### src/rtl/stream_pkg.sv
// Shared types and helpers for the packet-locked stream multiplexer.
// Holds the FSM state encoding, the arbitration mode constants and the modulo increment.
package stream_pkg;

   typedef enum logic {
      IDLE   = 1'b0,
      LOCKED = 1'b1
   } state_t;

   localparam int ARB_RR    = 0;
   localparam int ARB_FIXED = 1;

   function automatic int wrap_inc(input int idx, input int n);
      return (idx + 1 >= n) ? 0 : idx + 1;
   endfunction

endpackage

### src/rtl/rr_arbiter.sv
// Combinational round-robin picker: first requester found scanning from ptr upward, modulo NUM_CH.
// The caller keeps ptr below NUM_CH.
module rr_arbiter
   import stream_pkg::*;
#(
   parameter int NUM_CH = 4,
   parameter int SEL_W  = $clog2(NUM_CH)
) (
   input  logic [NUM_CH-1:0] req,
   input  logic [SEL_W-1:0]  ptr,
   output logic [SEL_W-1:0]  grant,
   output logic              grant_valid
);

   int idx;

   always_comb begin
      grant       = '0;
      grant_valid = 1'b0;
      idx         = int'(ptr);
      for (int k = 0; k < NUM_CH; k++) begin
         if (!grant_valid && req[idx]) begin
            grant       = SEL_W'(idx);
            grant_valid = 1'b1;
         end
         idx = wrap_inc(idx, NUM_CH);
      end
   end

endmodule

### src/rtl/stream_mux_rr.sv
// N-channel stream multiplexer that locks onto one channel for a whole packet and
// re-arbitrates (round-robin or external select) only after that packet's last beat.
module stream_mux_rr
   import stream_pkg::*;
#(
   parameter int NUM_CH   = 4,
   parameter int DATA_W   = 8,
   parameter int SEL_W    = $clog2(NUM_CH),
   parameter int ARB_MODE = ARB_RR
) (
   input  logic                     clk,
   input  logic                     rst_n,
   input  logic [NUM_CH*DATA_W-1:0] in_data,
   input  logic [NUM_CH-1:0]        in_valid,
   input  logic [NUM_CH-1:0]        in_last,
   output logic [NUM_CH-1:0]        in_ready,
   input  logic [SEL_W-1:0]         sel_in,
   output logic [DATA_W-1:0]        out_data,
   output logic                     out_valid,
   output logic                     out_last,
   output logic [SEL_W-1:0]         out_ch,
   input  logic                     out_ready,
   output state_t                   fsm_state
);

   // Handshake: a beat transfers on a rising edge where valid && ready are both high;
   // valid never waits on ready, and a producer holds its beat until it transfers.

   state_t            state_q, state_d;
   logic [SEL_W-1:0]  grant_q, grant_d;
   logic [SEL_W-1:0]  rr_ptr_q, rr_ptr_d;

   logic [SEL_W-1:0]  arb_grant;
   logic              arb_valid;
   logic [SEL_W-1:0]  win;
   logic              win_valid;

   logic              grant_in_valid;
   logic              grant_last;
   logic [DATA_W-1:0] grant_data;
   logic              slot_free;
   logic              accept;

   rr_arbiter #(
      .NUM_CH (NUM_CH),
      .SEL_W  (SEL_W)
   ) u_arb (
      .req         (in_valid),
      .ptr         (rr_ptr_q),
      .grant       (arb_grant),
      .grant_valid (arb_valid)
   );

   // Fixed mode ignores the arbiter; an out-of-range sel_in simply matches no channel.
   always_comb begin
      win       = arb_grant;
      win_valid = arb_valid;
      if (ARB_MODE == ARB_FIXED) begin
         win       = sel_in;
         win_valid = 1'b0;
         for (int i = 0; i < NUM_CH; i++) begin
            if (sel_in == SEL_W'(i) && in_valid[i]) win_valid = 1'b1;
         end
      end
   end

   always_comb begin
      grant_in_valid = 1'b0;
      grant_last     = 1'b0;
      grant_data     = '0;
      for (int i = 0; i < NUM_CH; i++) begin
         if (grant_q == SEL_W'(i)) begin
            grant_in_valid = in_valid[i];
            grant_last     = in_last[i];
            grant_data     = in_data[i*DATA_W +: DATA_W];
         end
      end
   end

   assign slot_free = !out_valid || out_ready;

   always_comb begin
      state_d  = state_q;
      grant_d  = grant_q;
      rr_ptr_d = rr_ptr_q;
      in_ready = '0;
      accept   = 1'b0;
      case (state_q)
         IDLE: begin
            if (win_valid) begin
               grant_d = win;
               state_d = LOCKED;
            end
         end
         LOCKED: begin
            for (int i = 0; i < NUM_CH; i++) begin
               if (grant_q == SEL_W'(i)) in_ready[i] = slot_free;
            end
            accept = grant_in_valid && slot_free;
            if (accept && grant_last) begin
               state_d  = IDLE;
               rr_ptr_d = SEL_W'(wrap_inc(int'(grant_q), NUM_CH));
            end
         end
         default: state_d = IDLE;
      endcase
   end

   always_ff @(posedge clk or negedge rst_n) begin
      if (!rst_n) begin
         state_q  <= IDLE;
         grant_q  <= '0;
         rr_ptr_q <= '0;
      end else begin
         state_q  <= state_d;
         grant_q  <= grant_d;
         rr_ptr_q <= rr_ptr_d;
      end
   end

   // A simultaneous upstream and downstream accept reloads the register and keeps valid high.
   always_ff @(posedge clk or negedge rst_n) begin
      if (!rst_n) begin
         out_data  <= '0;
         out_valid <= 1'b0;
         out_last  <= 1'b0;
         out_ch    <= '0;
      end else if (accept) begin
         out_data  <= grant_data;
         out_valid <= 1'b1;
         out_last  <= grant_last;
         out_ch    <= grant_q;
      end else if (out_ready) begin
         out_valid <= 1'b0;
      end
   end

   assign fsm_state = state_q;

endmodule

### config.mk
export PLATFORM = sky130hd
export DESIGN_NAME = stream_mux_rr
export DESIGN_NICKNAME = d
export VERILOG_FILES = /design/src/rtl/stream_pkg.sv /design/src/rtl/rr_arbiter.sv /design/src/rtl/stream_mux_rr.sv
export SDC_FILE = /design/constraint.sdc
export NUM_CORES = 1
export LEC_CHECK = 0
export CAP_MARGIN = 20
export CORE_MARGIN = 5
export CORE_UTILIZATION = 42
export CTS_BUF_LIST = sky130_fd_sc_hd__clkbuf_2 sky130_fd_sc_hd__clkbuf_4 sky130_fd_sc_hd__clkbuf_8
export DETAILED_ROUTE_END_ITERATION = 8
export HOLD_SLACK_MARGIN = 0.08
export PLACE_DENSITY = 0.82
export SYNTH_ARGS = -nofsm -noshare
export SYNTH_HDL_FRONTEND = slang
export SYNTH_SLANG_ARGS = --single-unit
### constraint.sdc
create_clock -name clk -period 3 [get_ports clk]
set_input_delay 0.6 -clock clk [delete_from_list [all_inputs] [get_ports clk]]
set_output_delay 0.6 -clock clk [all_outputs]
set_load 0.005 [all_outputs]
---- Yosys cells after proc, flatten, opt, wreduce, memory -nomap -nowiden ----
Cells that the tools add are included.
storage, ports and cells
  logic and storage cells ................. 83
  register bits after elaboration ......... 17
  input port bits ......................... 45
  output and inout port bits .............. 17
operators by class
  $lt $le $gt $ge ......................... 8
  reductions and logical operators ........ 14
  multiplexer cells ....................... 46
  bitwise logic cells ..................... 1
  equal/unequal tests ..................... 3
  $add $sub $neg .......................... 4
operators with widths
  cell                   count
  $ge 32x4->1 const B    3
  $lt 32x4->1 const B    3
  $mux 32                3
  $add 32x2->32 const B  2
  $mux 8                 4
  $mux 1                 28
  $mux 2                 5
  $bmux 1 s2             4
  $add 2x1->3 const B    2
  $logic_and 1x1->1      5
  $eq 2x2->1 const B     2
  $logic_not 1->1        4
  $mux 4                 1
  $reduce_and 2->1       2
  $ge 3x3->1 const B     1
  $lt 2x3->1 const B     1
  $eq 2x1->1 const B     1
  $logic_not 2->1        1
  $pmux 1 s2             1
  $reduce_bool 2->1      1
  $logic_or 1x1->1       1
  $not 1->1              1

---- Longest topological paths before layout ----
  depth in word-level cells ............... 16
  mapped depth ............................ 10
  mapped depth without buffers ............ 8

---- By module ----
Synthesis repeated with hierarchy kept, for this count alone.
second synthesis, totals
  cells, all modules ...................... 160
  area, all modules ....................... 1,487.7 um^2
by module, submodules not included
  module         instances  area an instance (um^2)  sequential area each (um^2)  cells an instance
  stream_mux_rr  1          1,053.5                  425.4                        104
  rr_arbiter     1          434.2                    0.0                          56

---- Worst setup path after synthesis ----
No wires, ideal clock.
  path type ............................... register to register
  from .................................... register rr_ptr_q[0]
  to ...................................... register grant_q[0]
  arrival ................................. 2.046 ns
  data required time ...................... 2.874 ns
  path slack .............................. 0.828 ns
  cell stages (with the launch flop) ...... 11
  clock period less this slack ............ 2.172 ns
  buffers on the path ..................... 2
  library setup time ...................... 0.126 ns
  cell sequence ........................... dfrtp_1 > buf_6 > inv_1 > ha_1 > clkbuf_1 > mux2i_1 > nand2_1 > a21oi_1 > nand2_1 > o21ba_2 > o32a_1
on the way
  cells in the longest elaborated chain, start to end .. 15
  elaborated cells between the ends (all ways) .. 35
  those cells by class .................... add/sub (3); order compare (3); mux (22); reduce/logical (7)
RTL lines
  item                                                             RTL line                            source
  start, declared                                                  stream_mux_rr.sv:31                 logic [SEL_W-1:0] rr_ptr_q, rr_ptr_d;
  start signal, assigned                                           stream_mux_rr.sv:117                rr_ptr_q <= rr_ptr_d;
  $add 2x1->3                                                      stream_pkg.sv:14                    return (idx + 1 >= n) ? 0 : idx + 1;
  $ge 32x4->1                                                      stream_pkg.sv:14
  $mux 32                                                          stream_pkg.sv:14
  $add 32x2->32 or $bmux 1 s2 (tied branches)                      stream_pkg.sv:14, rr_arbiter.sv:22
  $ge 32x4->1 or $mux 1 (tied branches)                            stream_pkg.sv:14, rr_arbiter.sv:22
  $mux 32 or $mux 1 (tied branches)                                stream_pkg.sv:14, rr_arbiter.sv:22
  $add 32x2->32 (tied with other cells)                            stream_pkg.sv:14
  $ge 32x4->1 or $mux 1 (tied branches)                            stream_pkg.sv:14, rr_arbiter.sv:22
  $mux 32 (tied with other cells)                                  stream_pkg.sv:14
  $bmux 1 s2 or $logic_and 1x1->1 (tied branches)                  rr_arbiter.sv:22                    if (!grant_valid && req[idx]) begin
  $mux 1 (not written as such)                                     rr_arbiter.sv:22
  $mux 1 (not written as such) or $logic_not 1->1 (tied branches)  rr_arbiter.sv:22
  $logic_and 1x1->1                                                rr_arbiter.sv:22
  $mux 1                                                           rr_arbiter.sv:22
  $reduce_and 2->1 (no source line)                                --
  end signal, assigned                                             stream_mux_rr.sv:116                grant_q <= grant_d;
  end, declared                                                    stream_mux_rr.sv:30                 logic [SEL_W-1:0] grant_q, grant_d;
Several ways; a longest one is shown, not always the timed one. The select of a mux whose other input is x is not followed.
A chain may end at the register's enable or synchronous reset.

---- Final worst setup path ----
  from .................................... register grant_q[1]
  to ...................................... output port in_ready[1]
on the way
  cells in the longest elaborated chain, start to end .. 3
RTL lines
  item           RTL line             source
  $eq 2x1->1     stream_mux_rr.sv:97  if (grant_q == SEL_W'(i)) in_ready[i] = slot_free;
  $mux 1         stream_mux_rr.sv:97
  $mux 4         stream_mux_rr.sv:88  case (state_q)
  end, declared  stream_mux_rr.sv:16  output logic [NUM_CH-1:0] in_ready,
Every way passes these cells.

==> summary.md <==
| Metric | Value |
|---|---|
| Status | `complete, no violations` |
| # H-tree levels | `1` |
| Fin crit period | `2700 ps` |
| Max clock buf depth | `2` |
| Total die area | `4380 um2` |
| Port bufs | `59` |
| N_diodes | `0` |
| 1st-pass router iterations | `5` |
| Die height | `66.2 um` |
| Clock transition at path regs | `100 ps` |
| Crit-path max cell delay | `510 ps` |
| Warnings, synthesis | `0` |
| Max cap viols | `0` |
| Total wire length | `3.97 mm` |
| Critical Path Fanout Max | `14` |
| Clock latency on the worst-skew pair | `290 ps` |
| Measured slew at the worst slew-check pin | `760 ps` |
| Top Family by Delay on Critical Path | `buffers and inverters` |
| Worst path arrival time | `2100 ps` |
| Hold Vio Cnt, Final | `0` |
| Setup crit start kind | `flop` |
| Crit share post-route | `90.1%` |
| Root buffer cell | `clkbuf_4` |
| Max_slew headroom | `49.2%` |
| Int Power | `0.00104 W` |
| Hold Buf Count CTS | `0` |
| Layout cells sized above 1 | `6.48%` |
| Routed via count | `1404` |
| Post-Syn Nets | `213` |
| DRC viols | `0` |
| First-pass GRT wire length | `6.24 mm` |
| Crit path max-delay cell type | `clkdlybuf4s50_1` |
| Final setup viols | `0` |
| Nets | `268` |
| PwrDens | `950 nW/um2` |
| LEAKAGE | `0.821 nW` |
| Post-CTS sizing | `0` |
| Setup TNS | `0 ps` |
| Final Cell Area | `1970 um2` |
| Fmax | `370 MHz` |
| Starting density of the core | `43.8%` |
| CTS tree | `done` |
| Number of routed nets with antenna violations | `0` |
| IO Count | `62` |
| Fillers | `258` |
| Area Growth Syn to Fin | `48.6%` |
| Synthesized flop and latch total | `17` |
| Die Wd | `66.2 um` |
| Area post-placement | `1940 um2` |
| Detailed placer's ending HPWL | `3.22 mm` |
| Routed vias/inst | `5.40` |
| Final core occ | `65.0%` |
| Reg power frac | `23.8%` |
| CP required | `2400 ps` |
| Total CTS buffers | `3` |
| CP Capture Type | `output port` |
| Max IR drop VDD | `0.451 mV` |
| Final Skew | `2.23 ps` |
| Final max-slew violation count | `0` |
| Post-Syn Area | `1330 um2` |
| Worst hold path type | `flop to flop` |
| Largest net degree at the start of global routing | `23` |
| Synth area leaders | `dfrtp_1 (32%), a21oi_1 (7.2%), mux2i_1 (6.8%), ha_1 (5.7%), nand2_1 (5.4%)` |
| Tot GR Track Use | `18.1%` |
| Core area | `3030 um2` |
| # clock sinks | `17` |
| Initial DRC Count | `66` |
| Post-CTS Setup Bufs | `0` |
| RD Place Congestion | `0.916` |
| R2R setup slack | `400 ps` |
| DR WL/cell | `15.3 um` |
| Vias in the first global route | `1400` |
| Sequential area share after synthesis | `32.1%` |
| Clock power frac | `6.5%` |
| Post-synth top area cell | `dfrtp_1` |
| RSZ-0062 raised after global routing | `false` |
| Pwr Total | `0.00187 W` |
| Syn_area_per_cell | `8.18 um2` |
| CP Buf/Inv Count | `2` |
| P_sw | `0.000831 W` |
| Syn Inst Count | `162` |
| Switching Share | `44.4%` |
| Antenna violations before repair | `0` |
| Top-area cell type share of the netlist area | `32.1%` |
| Standard-cell rows | `20` |
| GRT Residual Overflow | `0` |
| Netlist cell types | `35` |
| Worst setup path category | `flop to output port` |
| Cell Chain, Critical Path | `inv_1, ha_1, and3_1, clkdlybuf4s50_1` |
| Gate power share | `69.6%` |
-- tightest hold or removal path: cells and delay by family (launching register included) --
family	cells	cell delay (ps)
AO/OA/AOI/OAI	1	60
flip-flops	1	360
AND/OR/NAND/NOR	1	50
-- logic make-up after synthesis --
group / after synthesis / share of synthesized area, %
mux: 10 / 7.65
buf+inv: 19 / 6.14
flops: 17 / 32.1
fa+ha+maj: 6 / 5.67
xor+xnor: 1 / 0.661
simple gates: 55 / 21.3
compound gates: 54 / 26.4
-- cell usage after synthesis --
cell and count:
a21oi_1 19, nand2_1 19, dfrtp_1 17, o21ai_0 14, clkbuf_1 10, nor3_1 10
mux2i_1 9, nor2b_1 9, a221oi_1 8, ha_1 6, inv_1 6, and3_1 4
nand2b_1 3, nor2_1 3, and2_1 2, nand3b_1 2, o211ai_1 2, o22ai_1 2
a221o_1 1, buf_2 1, buf_6 1, clkbuf_2 1, mux2_2 1, nand3_1 1
o21ai_2 1, o21ba_2 1, o21bai_1 1, o221ai_1 1, o22a_1 1, o2bb2ai_2 1
o31a_1 1, o32a_1 1, or2_2 1, or4_4 1, xnor2_1 1
-- power by group through the flow --
stage	logic, W	registers (W)	clock network (W)
finish	0.00130	0.000446	0.000122
global route	0.00145	0.000460	0.000137
CTS	0.00131	0.000446	0.000126
detailed placement	0.00130	0.000449	0
global placement	0.00125	0.000435	0
floorplan	0.000853	0.000410	0
-- routing by layer --
metal / up-vias / wire, um / track usage, %
li1: 699 / - / -
met1: 665 / 1770 / 23.0
met2: 38 / 2030 / 32.0
met3: 2 / 140 / 2.89
met4: 0 / 26 / 3.81
met5: - / 0 / 0
-- final timing paths --
| path | cells after the start | from | end |
|---|---|---|---|
| max in group asynchronous | 1 | rst_n | rr_ptr_q[1] |
| hold / removal | 2 | out_data[2] | out_data[2] |
| min in group asynchronous | 1 | rst_n | out_data[1] |
| hold reg to reg | 2 | out_data[2] | out_data[2] |
| setup reg to reg | 8 | grant_q[1] | rr_ptr_q[1] |
| setup / recovery | 4 | grant_q[1] | in_ready[1] |
-- flip-flops by register name, summed over array words and instances (netlist names) --
register and cells:
out_data 8, out_ch 2, fsm_state 1, grant_q 2
out_valid 1, rr_ptr_q 2, out_last 1
-- final cells by class --
| type | count | area [um2] | share of cell area, % |
|---|---|---|---|
| clock buffers | 3 | 22.5 | 1.14 |
| clock inverters | 1 | 5.00 | 0.254 |
| inverters | 6 | 22.5 | 1.14 |
| multi-input cells | 126 | 818 | 41.6 |
| flip-flops and latches | 17 | 425 | 21.6 |
| well taps | 44 | 55.1 | 2.80 |
| repair buffers | 63 | 621 | 31.5 |
-- through the flow --
step / worst slack, ps / cells / hold slack (ps)
after global routing: 151 / 260 / 519
after detailed placement: 401 / 256 / 472
after floorplan: 828 / 162 / 304
after CTS: 298 / 260 / 495
after global placement: 415 / 256 / 462
final: 296 / 260 / 495
-- layout by cell type (no fill, tap or decap), drive strengths merged --
cell / instances
inv: 6
o31a: 1
o22ai: 2
nand3: 1
nand2: 19
mux2: 1
nor3: 10
and2: 2
ha: 6
nor2b: 9
or2: 1
o32a: 1
nand3b: 2
nor2: 3
a221o: 1
a221oi: 8
o21ba: 1
clkinv: 1
clkbuf: 3
nand2b: 3
buf: 4
clkdlybuf4s50: 59
a21oi: 19
o21bai: 1
and3: 4
o211ai: 2
o22a: 1
o221ai: 1
xnor2: 1
o2bb2ai: 1
or4: 1
dfrtp: 17
o21ai: 15
mux2i: 9
(Power assumes the default switching activity.)
==> RTL edit 1, RTL diff (same flow settings) <==
Change the parameter `DATA_W` from 8 to 7.
--- a/src/rtl/stream_mux_rr.sv
+++ b/src/rtl/stream_mux_rr.sv
@@ -4,7 +4,7 @@
    import stream_pkg::*;
 #(
    parameter int NUM_CH   = 4,
-   parameter int DATA_W   = 8,
+   parameter int DATA_W   = 7,
    parameter int SEL_W    = $clog2(NUM_CH),
    parameter int ARB_MODE = ARB_RR
 ) (
Interface: changed (resized in_data and out_data); port bits go from 62 to 57. No check against the original RTL was run, so the function may have changed too.
==> RTL edit 1 against the unedited design <==
Setup slack got worse by 0.099 ns; wire length down 1.7%; power is 1.7% lower; sequential cell count is 1 lower; cell area shrank 1.3%; sequential share of layout area down 1.0 points; area after synthesis increased by 2.6%; final cell count is 4.6% lower; largest power group unchanged.
==> RTL edit 1: results (changes against the unedited design) <==
[outcome]
status=finished, final reports clean

[timing]
tightest_slew_ns=0.7520  ; -0.007919 ns
skew_ns=0.0009408  ; -0.001289 ns

[worst_setup_path]
reg2reg_slack_ns=0.58  ; +0.18 ns
arrival_ns=2.20  ; +0.10 ns
r2r_end=grant_q[1]
rr_startpoint=rr_ptr_q[1]
reg2reg_depth=6  ; -2
critPathMaxStageDelay_ns=0.59  ; +0.08 ns
endpoint_kind=primary output
slowest_stage=ha_1
cp_max_fo=19  ; +5

[global_route]
grtUsageMet1_pct=21.73  ; -1.2 points
grt_max_degree=21  ; -8.7%
grt_pass1_wl_um=6168  ; -1.2%
grtUsageMet3_pct=2.024  ; -0.87 points
grt_usage_pct=17.79  ; -0.30 points
grt_use_met2_pct=32.55  ; +0.58 points
grt_pass1_vias=1350  ; -3.6%

[logic_synthesis]
syn_area_per_cell_um2=8.718  ; +6.6%
synthTopCellsByCount=dfrtp_1 (16), nand2_1 (15), a21oi_1 (13)
ys_types=46  ; +31%
seq_area_frac_synth_pct=29.44  ; -2.7 points
yosysWarnings=0  ; unchanged
syn-num-nets=203  ; -4.7%
synth.area.top_cells=dfrtp_1 (29%), ha_1 (5.5%), a21oi_1 (4.8%)
async_reset_ff_share_pct=100.0  ; unchanged

[clock_tree]
cts_max_level=1  ; unchanged
cts.path.max_buffers=2  ; unchanged

[pwr]
pwr-share-comb_pct=70.8  ; +1.2 points
p_sw_uw=815.7  ; -1.9%
p_clk_share_pct=7.9  ; +1.4 points
ir_drop_mv=0.4879  ; +8.2%
p_leak_uw=0.0007823  ; -4.8%

[layout]
drive_above_1_share_pct=10.78  ; +4.3 points
nets=252  ; -6.0%
largest_register_ff_count=7  ; -1
area_growth_pct=42.96
n_fill_cell=268  ; +3.9%

[route]
wl_met3_um=115  ; -18%
drt_iter0_drc=67  ; +1.5%
viasPerCell=5.641  ; +4.5%
dr.pass1.iters=4  ; -1
wl_met1_um=1632  ; -7.7%
wire_per_inst_um=15.73  ; +3.0%
totalWireLength_um=3900  ; -1.7%
route.met2.wl_um=2127  ; +4.7%

[placement]
gp_congestion=0.9201  ; +0.50%
place_ws_ns=0.4241  ; +0.02294 ns
portBuffers=54  ; -8.5%
hpwlAfterDp_um=3054  ; -5.2%
dp_cells=244  ; -4.7%
post_dp_cell_area_mm2=0.001908  ; -1.7%

[min_path]
holdCritStartpoint=out_data[1]
whs_endpoint=out_data[1]
hp-class=register to register

RTL edit 1: changes by cell type in the layout (fill, tap and decap cells not counted), moves of 2 or more:
cell,unedited run,this run
a21oi_1,19,13
nor2b_1,9,7
nand2_1,19,15
nor3_1,10,8
a221oi_1,8,6
mux2_1,0,2
mux2i_1,9,6
a221oi_2,0,2
inv_1,6,8
o21ai_0,14,10
o21ai_1,0,3
clkdlybuf4s50_1,59,54
nor4_1,0,2
RTL edit 1: cells by family after synthesis:
logic type	count (synthesis)	share of synthesized area [%]
compound gates	52	28.98
mux	9	7.728
simple gates	51	20.42
fa+ha+maj	6	5.520
buf+inv	22	7.911
flops	16	29.44
RTL edit 1: cell type report:
class                   instances  share of cell area (%)
multi-input cells             118                   43.82
repair buffers                 58                   29.34
well taps                      44                   2.831
inverters                       8                   1.544
flip-flops and latches         16                   20.59
clock buffers                   4                   1.866
RTL edit 1: worst max-delay path by stage:
stage                 from  slack (ns)  cells after the start           to
2_1_floorplan  rr_ptr_q[0]        0.82                     10   grant_q[1]
3_3_place_gp     out_ready        0.45                      4  in_ready[0]
3_5_place_dp     out_ready        0.42                      4  in_ready[0]
4_1_cts         grant_q[0]        0.20                      4  in_ready[2]
5_1_grt         grant_q[0]        0.07                      4  in_ready[2]
6_report        grant_q[0]        0.20                      4  in_ready[2]
RTL edit 1: tightest hold or removal path: cells and delay by family, from the launching register on:
kind / cells / cell delay [ns]
flops: 1 / 0.36
compound gates: 1 / 0.06
simple gates: 1 / 0.04
RTL edit 1: metrics by stage:
stage	power [uW]	hold WS, ns
3_5_place_dp	1691	0.4700
4_1_cts	1841	0.4926
3_3_place_gp	1642	0.4589
2_1_floorplan	1270	0.3044
6_report	1839	0.4889
5_1_grt	2010	0.5327
==> RTL edit 2, RTL diff (same flow settings) <==
Without the edit above. Make the reset (`rst_n`) synchronous in 2 clocked blocks.
--- a/src/rtl/stream_mux_rr.sv
+++ b/src/rtl/stream_mux_rr.sv
@@ -106,7 +106,7 @@
       endcase
    end
 
-   always_ff @(posedge clk or negedge rst_n) begin
+   always_ff @(posedge clk) begin
       if (!rst_n) begin
          state_q  <= IDLE;
          grant_q  <= '0;
@@ -119,7 +119,7 @@
    end
 
    // A simultaneous upstream and downstream accept reloads the register and keeps valid high.
-   always_ff @(posedge clk or negedge rst_n) begin
+   always_ff @(posedge clk) begin
       if (!rst_n) begin
          out_data  <= '0;
          out_valid <= 1'b0;
Check against the original RTL: differs if rst_n is asserted again (counterexample within 4 cycles, from zero or initial values and one cycle with rst_n low); with rst_n held inactive, the same outputs for 10 cycles.
==> RTL edit 2 against the unedited design <==
Setup slack improved by 0.060 ns; cell area is 5.5% higher; area after synthesis up 10%; highest routed layer unchanged; via count rose by 11%; register-to-register slack improved by 0.25 ns; largest power group unchanged; count of clock-buffer cells in the layout is 1 higher; sequential cell count unchanged; power down 14%; final cell count is 12% higher; worst hold slack worse by 0.013 ns; wire length rose by 6.6%.
==> RTL edit 2: results (changes against the unedited design) <==
[outcome]
status=finished, final reports clean

[layout]
bufAreaShareNonClock_pct=30.58  ; -0.93 points
nets=298  ; +11%
sh_seq_area_pct=16.38  ; -5.2 points
multi_input_area_share_pct=47.20  ; +5.7 points
n_all_inverters=9  ; +3
drive_above_1_share_pct=6.098  ; -0.38 points
nClkBuffers=4  ; +1
multi_input_cells=151  ; +20%
clkCellAreaFrac_pct=1.445  ; +0.047 points

[worst_setup_path]
rr_startpoint=grant_q[0]
r2r_end=out_data[2]
arrival_ns=2.04  ; -0.06 ns
reg2reg_slack_ns=0.65  ; +0.25 ns
cp_max_fo=20  ; +6
reg2reg_depth=7  ; -1

[route]
viasPerCell=5.332  ; -1.3%
wire_per_inst_um=14.49  ; -5.1%
totalWireLength_um=4230  ; +6.6%
drt_iter0_drc=129  ; +95%

[global_route]
grt_usage_pct=17.40  ; -0.69 points
grtUsageMet3_pct=2.180  ; -0.71 points
grtUsageMet1_pct=23.69  ; +0.72 points
grt_use_met2_pct=28.18  ; -3.8 points
grt_pass1_wl_um=6948  ; +11%
grt_pass1_vias=1442  ; +3.0%

[placement]
portBuffers=59  ; unchanged
place_ws_ns=0.4526  ; +0.05145 ns
gp_congestion=0.9029  ; -1.4%

[logic_synthesis]
yosysWarnings=0  ; unchanged
yosys.area_share.xor_xnor_pct=0  ; -0.66 points
synthTopCellsByCount=nand2_1 (27), a21oi_1 (23), dfxtp_1 (17)
yosys.area_share.adder_pct=5.133  ; -0.53 points
seq_area_frac_synth_pct=23.27  ; -8.8 points
synth_mux_area_share_pct=4.106  ; -3.5 points
syn-num-nets=244  ; +15%
synth.area.top_cells=dfxtp_1 (23%), a21oi_1 (7.9%), nand2_1 (6.9%)
syn_area_per_cell_um2=7.579  ; -7.3%
ys_types=44  ; +26%

[min_path]
holdCritStartpoint=out_last
whs_endpoint=out_last

[floorplan]
taps=46  ; +4.5%

[clock_tree]
cts.path.max_buffers=2  ; unchanged
cts_max_level=1  ; unchanged
path_clk_slew_ns=0.08  ; -0.02 ns

[pwr]
p_leak_uw=0.0008837  ; +7.6%
ir_drop_mv=0.5148  ; +14%
p_seq_uw=362  ; -19%
p_sw_share_pct=43.21  ; -1.2 points
powerDensity_mw_per_mm2=770.1  ; -19%

[timing]
skew_ns=0.002713  ; +0.0004827 ns
tightest_slew_ns=0.6354  ; -0.1246 ns
hold_slack_ns=0.4823  ; -0.01286 ns

[RTL edit 2: cell count changes in the layout (fill, tap and decap cells not counted), moves of 8 or more]
cell	delta
nor3_1	-9
dfrtp_1	-17
o211a_1	+9
dfxtp_1	+17
nand2_1	+8
[RTL edit 2: how the worst max path moves through the flow]
| stage | startpoint | endpoint | slack [ns] |
|---|---|---|---|
| after global routing | grant_q[0] | in_ready[1] | 0.28 |
| after floorplan | rr_ptr_q[0] | fsm_state | 0.99 |
| after CTS | grant_q[1] | in_ready[1] | 0.38 |
| final | grant_q[0] | in_ready[1] | 0.36 |
| after detailed placement | out_ready | in_ready[1] | 0.45 |
| after global placement | in_valid[3] | fsm_state | 0.46 |
[RTL edit 2: routing by layer]
layer,part of all wire (%),wire length [um]
met3,2.8,118
met5,0,0
met2,47,1996
met1,48,2047
met4,1.6,68
[RTL edit 2: worst max-delay path, stage by stage (launching register included)]
cell	delay (ns)
dfxtp_1	0.43
ha_1	0.56
and3_1	0.25
clkdlybuf4s50_1	0.51
